==> src/rtl/instr_loader.sv <==
// instr_loader
// ------------
// Boot-time writer for the instruction memory read by the fetch stage.
// A byte stream arrives over a valid/ready handshake. Every four bytes are
// assembled little-endian into one instruction word. Each word is written
// to the instruction memory at the next byte address, stepping by 4 as the
// PC does. The core is held in reset through core_hold until a load
// finishes without error.
//
// Optional feature (macro INSTR_LOADER_CHECKSUM_EN):
//   After the last word, one more byte is accepted. It must equal the XOR
//   of every data byte in the load, otherwise error is raised.
//
// Ports:
//   clk         system clock, rising edge
//   reset       asynchronous active-low reset
//   start       one-cycle pulse that begins a load (accepted in IDLE/DONE)
//   num_words   word count, sampled when start is accepted
//   byte_in     stream data byte
//   byte_valid  byte_in is valid
//   byte_ready  loader accepts a byte this cycle
//   wr_en       instruction memory write strobe, one cycle per word
//   wr_addr     byte address of the word being written
//   wr_data     instruction word being written
//   busy        load in progress
//   done        level, last load finished
//   error       level, last load faulted
//   core_hold   hold the fetch PC/core in reset

`ifndef WORD
`define WORD 32
`endif
`ifndef INSTR_LEN
`define INSTR_LEN 32
`endif

module instr_loader #(
  parameter int               SIZE      = 1024,
  parameter logic [`WORD-1:0] BASE_ADDR = '0,
  parameter int               CNT_W     = $clog2(SIZE) + 1
) (
  input  logic                  clk,
  input  logic                  reset,
  input  logic                  start,
  input  logic [CNT_W-1:0]      num_words,
  input  logic [7:0]            byte_in,
  input  logic                  byte_valid,
  output logic                  byte_ready,
  output logic                  wr_en,
  output logic [`WORD-1:0]      wr_addr,
  output logic [`INSTR_LEN-1:0] wr_data,
  output logic                  busy,
  output logic                  done,
  output logic                  error,
  output logic                  core_hold
);

  localparam logic [CNT_W-1:0] SIZE_C = CNT_W'(SIZE);
  localparam logic [CNT_W-1:0] ONE_C  = CNT_W'(1);

  typedef enum logic [2:0] {
    S_IDLE,
    S_RECV,
    S_WRITE,
    S_DONE
`ifdef INSTR_LOADER_CHECKSUM_EN
    , S_CHK
`endif
  } state_t;

  state_t           state;
  state_t           state_next;
  logic [1:0]       byte_idx;
  logic [CNT_W-1:0] word_cnt;
  logic             start_accept;
  logic             byte_xfer;
  logic             words_left;
`ifdef INSTR_LOADER_CHECKSUM_EN
  logic [7:0]       csum;
`endif

  // A start pulse only counts while the loader is idle or parked in DONE.
  // A start arriving in the cycle DONE is entered sees the old state and is
  // therefore dropped, which is the intended behaviour.
  assign start_accept = start && ((state == S_IDLE) || (state == S_DONE));
  assign byte_xfer    = byte_valid && byte_ready;
  assign words_left   = (word_cnt != ONE_C);

  // Status outputs are pure decodes of the state. core_hold is released
  // only while parked in DONE after a clean load; any busy state or a
  // faulted load keeps the core held.
  always_comb begin
    byte_ready = 1'b0;
    wr_en      = 1'b0;
    busy       = 1'b0;
    done       = 1'b0;
    case (state)
      S_RECV:  begin byte_ready = 1'b1; busy = 1'b1; end
      S_WRITE: begin wr_en = 1'b1; busy = 1'b1; end
      S_DONE:  done = 1'b1;
`ifdef INSTR_LOADER_CHECKSUM_EN
      S_CHK:   begin byte_ready = 1'b1; busy = 1'b1; end
`endif
      default: ;
    endcase
    core_hold = !((state == S_DONE) && !error);
  end

  // State register.
  always_ff @(posedge clk or negedge reset) begin
    if (!reset) state <= S_IDLE;
    else        state <= state_next;
  end

  // Next-state logic. Zero and oversize counts jump straight to DONE and
  // never write. WRITE always lasts exactly one cycle.
  always_comb begin
    state_next = state;
    case (state)
      S_IDLE, S_DONE: begin
        if (start_accept) begin
          if ((num_words == '0) || (num_words > SIZE_C)) state_next = S_DONE;
          else                                           state_next = S_RECV;
        end
      end
      S_RECV: begin
        if (byte_xfer && (byte_idx == 2'd3)) state_next = S_WRITE;
      end
      S_WRITE: begin
        if (words_left) state_next = S_RECV;
`ifdef INSTR_LOADER_CHECKSUM_EN
        else            state_next = S_CHK;
`else
        else            state_next = S_DONE;
`endif
      end
`ifdef INSTR_LOADER_CHECKSUM_EN
      S_CHK: begin
        if (byte_xfer) state_next = S_DONE;
      end
`endif
      default: state_next = S_IDLE;
    endcase
  end

  // Datapath: byte assembly, word counter, address stepping and the error
  // flag. The address only advances when another word follows, so it never
  // points past the last legal word of the memory.
  always_ff @(posedge clk or negedge reset) begin
    if (!reset) begin
      byte_idx <= 2'd0;
      word_cnt <= '0;
      wr_addr  <= BASE_ADDR;
      wr_data  <= '0;
      error    <= 1'b0;
`ifdef INSTR_LOADER_CHECKSUM_EN
      csum     <= 8'h00;
`endif
    end else begin
      if (start_accept) begin
        word_cnt <= num_words;
        wr_addr  <= BASE_ADDR;
        byte_idx <= 2'd0;
        error    <= (num_words > SIZE_C);
`ifdef INSTR_LOADER_CHECKSUM_EN
        csum     <= 8'h00;
`endif
      end
      if ((state == S_RECV) && byte_xfer) begin
        wr_data[{byte_idx, 3'b000} +: 8] <= byte_in;
        byte_idx <= byte_idx + 2'd1;
`ifdef INSTR_LOADER_CHECKSUM_EN
        csum     <= csum ^ byte_in;
`endif
      end
      if (state == S_WRITE) begin
        word_cnt <= word_cnt - ONE_C;
        byte_idx <= 2'd0;
        if (words_left) wr_addr <= wr_addr + `WORD'(4);
      end
`ifdef INSTR_LOADER_CHECKSUM_EN
      if ((state == S_CHK) && byte_xfer && (byte_in != csum)) error <= 1'b1;
`endif
    end
  end

endmodule

==> config.mk <==
export PLATFORM = sky130hd
export DESIGN_NAME = instr_loader
export DESIGN_NICKNAME = d
export VERILOG_FILES = /design/src/rtl/instr_loader.sv
export SDC_FILE = /design/constraint.sdc
export NUM_CORES = 1
export LEC_CHECK = 0
export ABC_AREA = 1
export CAP_MARGIN = 10
export CORE_ASPECT_RATIO = 1.2
export CORE_UTILIZATION = 25
export CTS_CLUSTER_DIAMETER = 100
export CTS_CLUSTER_SIZE = 8
export DETAILED_ROUTE_END_ITERATION = 8
export SYNTH_ARGS = -nofsm -noshare
export SYNTH_HDL_FRONTEND = slang
export SYNTH_SLANG_ARGS = --single-unit
==> constraint.sdc <==
create_clock -name clk -period 3.7 [get_ports clk]
set_input_delay 1.11 -clock clk [delete_from_list [all_inputs] [get_ports clk]]
set_output_delay 1.11 -clock clk [all_outputs]
set_load 0.02 [all_outputs]
==> qor.csv, run 1 <==
metric,value,unit
slew_violations,0,
end_kind,output port,
ctsHoldBuffers,0,
firstDrtPassIters,4,
ys_async_sr_fraction,100,%
mostFrequentLayoutCells,"nand2_1, clkdlybuf4s50_1, dfrtp_1, nor2_1, inv_1",
synth_area_leaders,"dfrtp_1, nand2_1, nor2_1, o21ai_0, nand3_1",
reg2reg_depth,6,
power.share.sequential,33.3,%
max_clock_freq,0.341,GHz
cp.required,2.59,ns
port_buffers,92,
cts_buffers,9,
cts_resized,0,
drt_wl_total,12700,µm
netlist.area_leader.share,43.5,%
whs_path_depth,2,
period_share,79.4,%
rows,53,
finalHoldViolCount,0,
drive_gt1_share,10.7,%
p_leak,0.00268,µW
first_iter_violations,223,
net-switching-power,1460,µW
vdd_drop_max,312,µV
r2r_slack,1.22,ns
synth_seq_cells,80,
vias,4286,
clock_path_buffers,2,
crit_fanout,3,
synth_fp_nets,628,
die_y,151,µm
diodes,0,
p_int,2020,µW
grt_setup_unrepaired,false,
core,0.0178,mm²
hold_ws,0.484,ns
nFillCells,1904,
slew_headroom,57.1,%
synthCells,594,
cp.arrival,1.83,ns
grt_overflow_total,0,
dp_cells,897,
status,"finished, final reports clean",
place.gp.congestion,0.872,
skew,0.00638,ns
power_density,575,mW/mm²
path_class,flip-flop to output port,
cts_root_buf,clkbuf_16,
synth_top_area_cell,dfrtp_1,
syn_area,0.00460,mm²
htreeDepth,3,
post-place-ws,0.914,ns
synth_flop_cell,dfrtp_1,
routedWlPerCell,13.9,µm
final_nets,722,
cts_tree,yes,
via_per_inst,4.69,
post_cts_buffers,0,
worst_pin_slew,0.641,ns
ios,93,
switching_share,41.9,%
clock-sinks,80,
hp-class,flip-flop to flip-flop,
drc,0,
cts.clk_slew.worst_paths,0.06,ns
layout_commonest_cell,nand2_1,
combPwrFrac,40.6,%
worstSetupStartpointType,flip-flop,
dpl.hpwl,9420,µm
avgSynthCellArea,7.74,µm²
cap_viol_max_count,0,
antenna_found_initial,0,
ys_types,41,
tns,0,ns
yosysSeqAreaShare,43.5,%
grt_pass1_vias,4265,
floorplan.initialDensity,25.9,%
die_w,126,µm
finalNonFillerCells,913,
setup_ws,0.763,ns
period_needed,2.94,ns
grt_max_degree,47,
die-area,0.0189,mm²
power.share.clock,26.1,%
insertion_delay,0.35,ns
grt_first_pass_wirelength,21300,µm
area_growth_syn_to_layout,31.6,%
setup_viol,0,
synth_warnings,0,
stdcell_area,0.00605,mm²
ant_nets,0,
place_area,0.00576,mm²
grt_use_total,14.5,%
synth-edff-count,0,
[cell type report]
class | count | area (µm²) | area share (%)
Clock buffer | 10 | 229 | 3.78
Clock inverter | 6 | 67.6 | 1.12
Inverter | 66 | 248 | 4.09
Multi-Input combinational cell | 435 | 2270 | 37.5
Sequential cell | 80 | 2000 | 33.1
Tap cell | 220 | 275 | 4.55
Timing Repair Buffer | 96 | 961 | 15.9
[metal layers]
| layer | vias up | part of all wire [%] | GRT usage (%) |
|---|---|---|---|
| met5 | - | 0 | 0 |
| met4 | 0 | 2.4 | 6.69 |
| met3 | 22 | 8.0 | 4.55 |
| met2 | 131 | 47 | 24.4 |
| met1 | 2003 | 43 | 16.8 |
| li1 | 2130 | - | - |
[Yosys cell counts, types with 2 or more instances]
cell      instances
nor3_2            3
nor3b_2           2
clkbuf_1          4
xor2_1            3
a21oi_1          16
o21bai_1          2
o211ai_1          4
nand2_4           4
buf_6             2
nor3b_1           2
nor3_1            3
nand3_1          43
nand3_2           8
inv_2             8
dfrtp_1          80
nor2_4            7
nor2_2           10
o21ai_0          49
ha_1             11
inv_1            57
buf_2             4
nand4_1          28
o22ai_1           2
buf_1             2
nand2_1         147
nor2_1           69
a21oi_2           3
o31ai_1           2
nand2_2           7
[registers in the layout, indices dropped and copies added (netlist names)]
signal    flops
wr_addr      32
state         2
error         1
word_cnt     11
wr_data      32
byte_idx      2
[power by group through the flow]
stage          Sequential [µW]  Combinational (µW)  Clock [µW]
2_1_floorplan             1210                 891           0
3_3_place_gp              1170                1410           0
6_report                  1160                1410         909
3_5_place_dp              1170                1420           0
4_1_cts                   1160                1430         942
5_1_grt                   1180                1580         970
[critical path: stages, from the launching register on]
cell             delay (ns)
dfrtp_1                0.38
inv_1                  0.07
ha_1                   0.33
inv_1                  0.08
clkdlybuf4s50_1        0.63
[cells by family (layout without fill, tap and decap cells)]
group	Yosys count	in the layout	share of synthesized area (%)
compound gates	83	83	10.1
xor+xnor	4	4	0.762
fa+ha+maj	11	11	2.99
buf+inv	79	178	7.13
flops	80	80	43.5
simple gates	337	337	35.5
[path summary, 6_finish.rpt]
check,start,endpoint
max,state[0]$_DFFE_PN0P_,busy
min,wr_data[26]$_DFFE_PN0P_,wr_data[26]$_DFFE_PN0P_
max reg2reg,byte_idx[0]$_DFFE_PN0P_,wr_data[19]$_DFFE_PN0P_
min reg2reg,wr_data[26]$_DFFE_PN0P_,wr_data[26]$_DFFE_PN0P_
max in group asynchronous,reset,wr_addr[15]$_DFF_PN0_
min in group asynchronous,reset,wr_data[6]$_DFFE_PN0P_
[metrics by stage]
step,total power (µW),utilization (%)
after floorplan,2100,-
after global placement,2580,32.4
after detailed placement,2590,32.4
after CTS,3530,34.1
after global routing,3730,34.1
final,3480,34.1
Power figures use the tool's default switching activity.
==> inputs of run 2 (changes only) <==
clock period = 3 ns   (was 3.7 ns; I/O delays follow)
==> qor.csv, run 2 (same netlist as run 1, synthesis figures left out) <==
metric,value,unit,change
status,"finished, final reports clean",,
cap_viol_max_count,0,,unchanged
setup_viol,0,,unchanged
hp-class,input port to asynchronous set/reset pin,,
dpl.hpwl,9510,µm,+0.95%
ios,93,,unchanged
drc,0,,unchanged
diodes,0,,unchanged
cp.arrival,1.87,ns,+0.04 ns
mostFrequentLayoutCells,"nand2_1, clkdlybuf4s50_1, dfrtp_1, nor2_1, inv_1",,
cts_tree,yes,,
reg2reg_depth,6,,unchanged
grt_overflow_total,0,,unchanged
die_w,126,µm,unchanged
final_nets,723,,+0.14%
clock_path_buffers,2,,unchanged
skew,0.00988,ns,+0.00350 ns
grt_pass1_vias,4263,,-0.047%
post_cts_buffers,0,,unchanged
insertion_delay,0.35,ns,about the same
slew_headroom,65.2,%,+8.1 points
path_cells,"inv_1, ha_1, inv_1, clkdlybuf4s50_1",,
via_per_inst,4.67,,-0.62%
die_y,151,µm,unchanged
tns,0,ns,unchanged
stdcell_area,0.00605,mm²,-0.10%
finalHoldViolCount,0,,unchanged
routedWlPerCell,14.0,µm,+0.86%
path_class,flip-flop to output port,,
drive_gt1_share,10.8,%,+0.13 points
finalNonFillerCells,914,,+0.11%
grt_use_total,14.8,%,+0.38 points
place_area,0.00576,mm²,+0.13%
drt_wl_total,12800,µm,+0.97%
cts_root_buf,clkbuf_16,,
place.gp.congestion,0.890,,+2.1%
core,0.0178,mm²,unchanged
antenna_found_initial,0,,unchanged
first_iter_violations,271,,+22%
rows,53,,unchanged
crit_buf_inv,3,,unchanged
crit_top_cell,inv_1,,
die-area,0.0189,mm²,unchanged
slew_violations,0,,unchanged
worstSetupStartpointType,flip-flop,,
clock-sinks,80,,unchanged
dp_cells,898,,+0.11%
vdd_drop_max,375,µV,+20%
power,4250,µW,+22%
worst-path-stages,4,,unchanged
area_growth_syn_to_layout,31.4,%,
p_leak,0.00268,µW,-0.20%
period_needed,2.77,ns,
grt_setup_unrepaired,false,,
power_density,702,mW/mm²,+22%
layout_commonest_cell,nand2_1,,
cts.clk_slew.worst_paths,0.07,ns,about the same
htreeDepth,3,,unchanged
port_buffers,92,,unchanged
period_share,92.3,%,
cp.required,2.10,ns,-0.49 ns
ctsHoldBuffers,0,,unchanged
floorplan.initialDensity,25.9,%,unchanged
cp_top_family,buffers and inverters,,
firstDrtPassIters,7,,+3
vias,4264,,-0.51%
crit_slowest_cell,clkdlybuf4s50_1,,
grt_first_pass_wirelength,22000,µm,+2.9%
crit_fanout,3,,unchanged
grt_max_degree,61,,+30%
cpPeakStageDelay,0.64,ns,about the same
cts_buffers,9,,unchanged
cts_resized,0,,unchanged
end_kind,output port,,
ant_nets,0,,unchanged
reg_top3,"wr_addr x32, wr_data x32, word_cnt x11",,
worst_pin_slew,0.521,ns,-0.120 ns
max_clock_freq,0.361,GHz,
run 2: cell type report:
cell class | count | area, µm²
multi-input cells | 435 | 2270
clock inverters | 5 | 40.0
flip-flops and latches | 80 | 2000
inverters | 66 | 248
repair buffers | 97 | 968
fillers | 1863 | 11700
well taps | 220 | 275
clock buffers | 11 | 243
run 2: routing by layer:
metal	routed length [µm]	up-vias	GRT usage, %
met4	310	0	6.69
met3	917	18	4.26
met1	5530	1987	17.8
met5	0	-	0
li1	-	2140	-
met2	6060	119	24.7
run 2: path summary, 6_finish.rpt:
kind | endpoint | startpoint | slack, ns
setup / recovery | busy | state[0]$_DFFE_PN0P_ | 0.23
max in group asynchronous | byte_idx[1]$_DFFE_PN0P_ | reset | 1.93
min in group clk | wr_data[30]$_DFFE_PN0P_ | wr_data[30]$_DFFE_PN0P_ | 0.49
setup reg to reg | wr_data[4]$_DFFE_PN0P_ | byte_idx[0]$_DFFE_PN0P_ | 0.86
hold reg to reg | wr_data[30]$_DFFE_PN0P_ | wr_data[30]$_DFFE_PN0P_ | 0.49
hold / removal | wr_data[21]$_DFFE_PN0P_ | reset | 0.44
run 2: power by group:
part	switching, µW	internal (µW)
clock	476	590
sequential	160	1260
combinational	1170	586
total	1810	2440
run 2: metrics by stage:
step	setup slack (ns)	hold WS, ns	utilization [%]
2_1_floorplan	1.06	0.512	-
3_3_place_gp	0.526	0.465	32.4
3_5_place_dp	0.445	0.476	32.4
4_1_cts	0.214	0.439	34.0
5_1_grt	0.145	0.458	34.0
6_report	0.230	0.444	34.0
==> inputs of run 3 (changes only) <==
CORE_MARGIN = 2   (was default)
==> qor.csv, run 3 (same netlist as run 1, synthesis figures left out) <==
metric,value,unit,change
grt_first_pass_wirelength,21100,µm,-3.7%
grt_max_degree,35,,-43%
nFillCells,1930,,+3.6%
routedWlPerCell,13.9,µm,-0.64%
die-area,0.0195,mm²,+2.9%
drc,0,,unchanged
crit_slowest_cell,clkdlybuf4s50_1,,
grt_overflow_total,0,,unchanged
max_clock_freq,0.367,GHz,+1.6%
crit_fanout,3,,unchanged
rows,54,,+1.9%
final_nets,726,,+0.41%
clock_path_buffers,2,,unchanged
clock-sinks,80,,unchanged
die_w,128,µm,+1.6%
mostFrequentLayoutCells,"nand2_1, clkdlybuf4s50_1, dfrtp_1, nor2_1, inv_1",,
slew_headroom,58.9,%,-6.3 points
cpPeakStageDelay,0.63,ns,about the same
grt_use_total,13.6,%,-1.2 points
dpl.hpwl,9580,µm,+0.74%
drt_wl_total,12800,µm,+0.12%
cp.arrival,1.83,ns,-0.04 ns
cts.clk_slew.worst_paths,0.06,ns,about the same
power_density,720,mW/mm²,+2.6%
cap_viol_max_count,0,,unchanged
via_per_inst,4.64,,-0.55%
r2r_slack,0.90,ns,+0.04 ns
vdd_drop_max,457,µV,+22%
crit_top_cell,inv_1,,
cts_tree,yes,,
floorplan.initialDensity,25.4,%,-0.48 points
layout_commonest_cell,nand2_1,,
htreeDepth,3,,unchanged
worstSetupStartpointType,flip-flop,,
path_class,flip-flop to output port,,
cp.required,2.10,ns,about the same
skew,0.00412,ns,-0.00575 ns
end_kind,output port,,
status,"finished, final reports clean",,
path_cells,"inv_1, ha_1, inv_1, clkdlybuf4s50_1",,
stdcell_area,0.00612,mm²,+1.2%
place.gp.congestion,0.878,,-1.4%
period_needed,2.73,ns,-0.0433 ns
slew_violations,0,,unchanged
port_buffers,92,,unchanged
place_area,0.00579,mm²,+0.48%
post_cts_buffers,0,,unchanged
cts_resized,0,,unchanged
reg_top3,"wr_addr x32, wr_data x32, word_cnt x11",,
drive_gt1_share,11.3,%,+0.53 points
vias,4273,,+0.21%
insertion_delay,0.34,ns,about the same
die_y,153,µm,+1.3%
antenna_found_initial,0,,unchanged
setup_viol,0,,unchanged
cts_root_buf,clkbuf_16,,
first_iter_violations,272,,+0.37%
firstDrtPassIters,4,,-3
area_growth_syn_to_layout,33.1,%,
ant_nets,0,,unchanged
hp-class,flip-flop to flip-flop,,
ios,93,,unchanged
worst_pin_slew,0.614,ns,+0.0933 ns
period_share,90.9,%,-1.4 points
finalHoldViolCount,0,,unchanged
ctsHoldBuffers,0,,unchanged
diodes,0,,unchanged
core,0.0181,mm²,+1.9%
p_leak,0.00272,µW,+1.8%
grt_setup_unrepaired,false,,
tns,0,ns,unchanged
cts_buffers,9,,unchanged
grt_pass1_vias,4105,,-3.7%
==> run 3: cell type report <==
type                            instances  area [µm²]  share of cell area [%]
Tap cell                              224         280                    4.58
Timing Repair Buffer                  100         991                    16.2
Clock inverter                          6        91.3                    1.49
Clock buffer                           10         239                    3.90
Multi-Input combinational cell        435        2270                    37.1
Sequential cell                        80        2000                    32.7
Inverter                               66         248                    4.05
==> run 3: path summary, 6_finish.rpt <==
check                                         from                  endpoint  depth (start not counted)
setup / recovery              state[0]$_DFFE_PN0P_                      busy                          4
hold / removal             wr_data[25]$_DFFE_PN0P_   wr_data[25]$_DFFE_PN0P_                          2
setup reg to reg              state[0]$_DFFE_PN0P_  word_cnt[10]$_DFFE_PN0P_                          9
hold reg to reg            wr_data[25]$_DFFE_PN0P_   wr_data[25]$_DFFE_PN0P_                          2
max in group asynchronous                    reset    wr_data[4]$_DFFE_PN0P_                          2
min in group asynchronous                    reset    wr_data[0]$_DFFE_PN0P_                          1
==> run 3: stage by stage <==
stage / worst slack, ns / hold WS [ns] / cells / utilization, % / power (µW)
floorplan: 1.06 / 0.512 / 594 / - / 2590
global placement: 0.496 / 0.466 / 905 / 32.0 / 3200
detailed placement: 0.447 / 0.478 / 905 / 32.0 / 3210
CTS: 0.241 / 0.495 / 921 / 33.8 / 4470
global route: 0.169 / 0.504 / 921 / 33.8 / 4730
finish: 0.274 / 0.488 / 921 / 33.8 / 4410
==> run 3: layer usage <==
layer	global-route usage (%)	up-vias	part of all wire [%]
met5	0	-	0
met4	4.55	0	2.4
met3	5.30	19	7.7
met2	22.1	130	47
met1	16.4	1968	43
li1	-	2156	-
==> run 3: power breakdown <==
group	leakage, µW	switching, µW	total (µW)	internal [µW]
Combinational	0.00148	1180	1780	597
Sequential	0.00108	143	1410	1260
Clock	0.000163	465	1220	756
==> run 3: worst max-delay path: cells and delay by family, from the launching register on <==
kind	cells	cell delay, ns
adders and majority gates	1	0.32
buffers and inverters	3	0.78
DFF	1	0.38
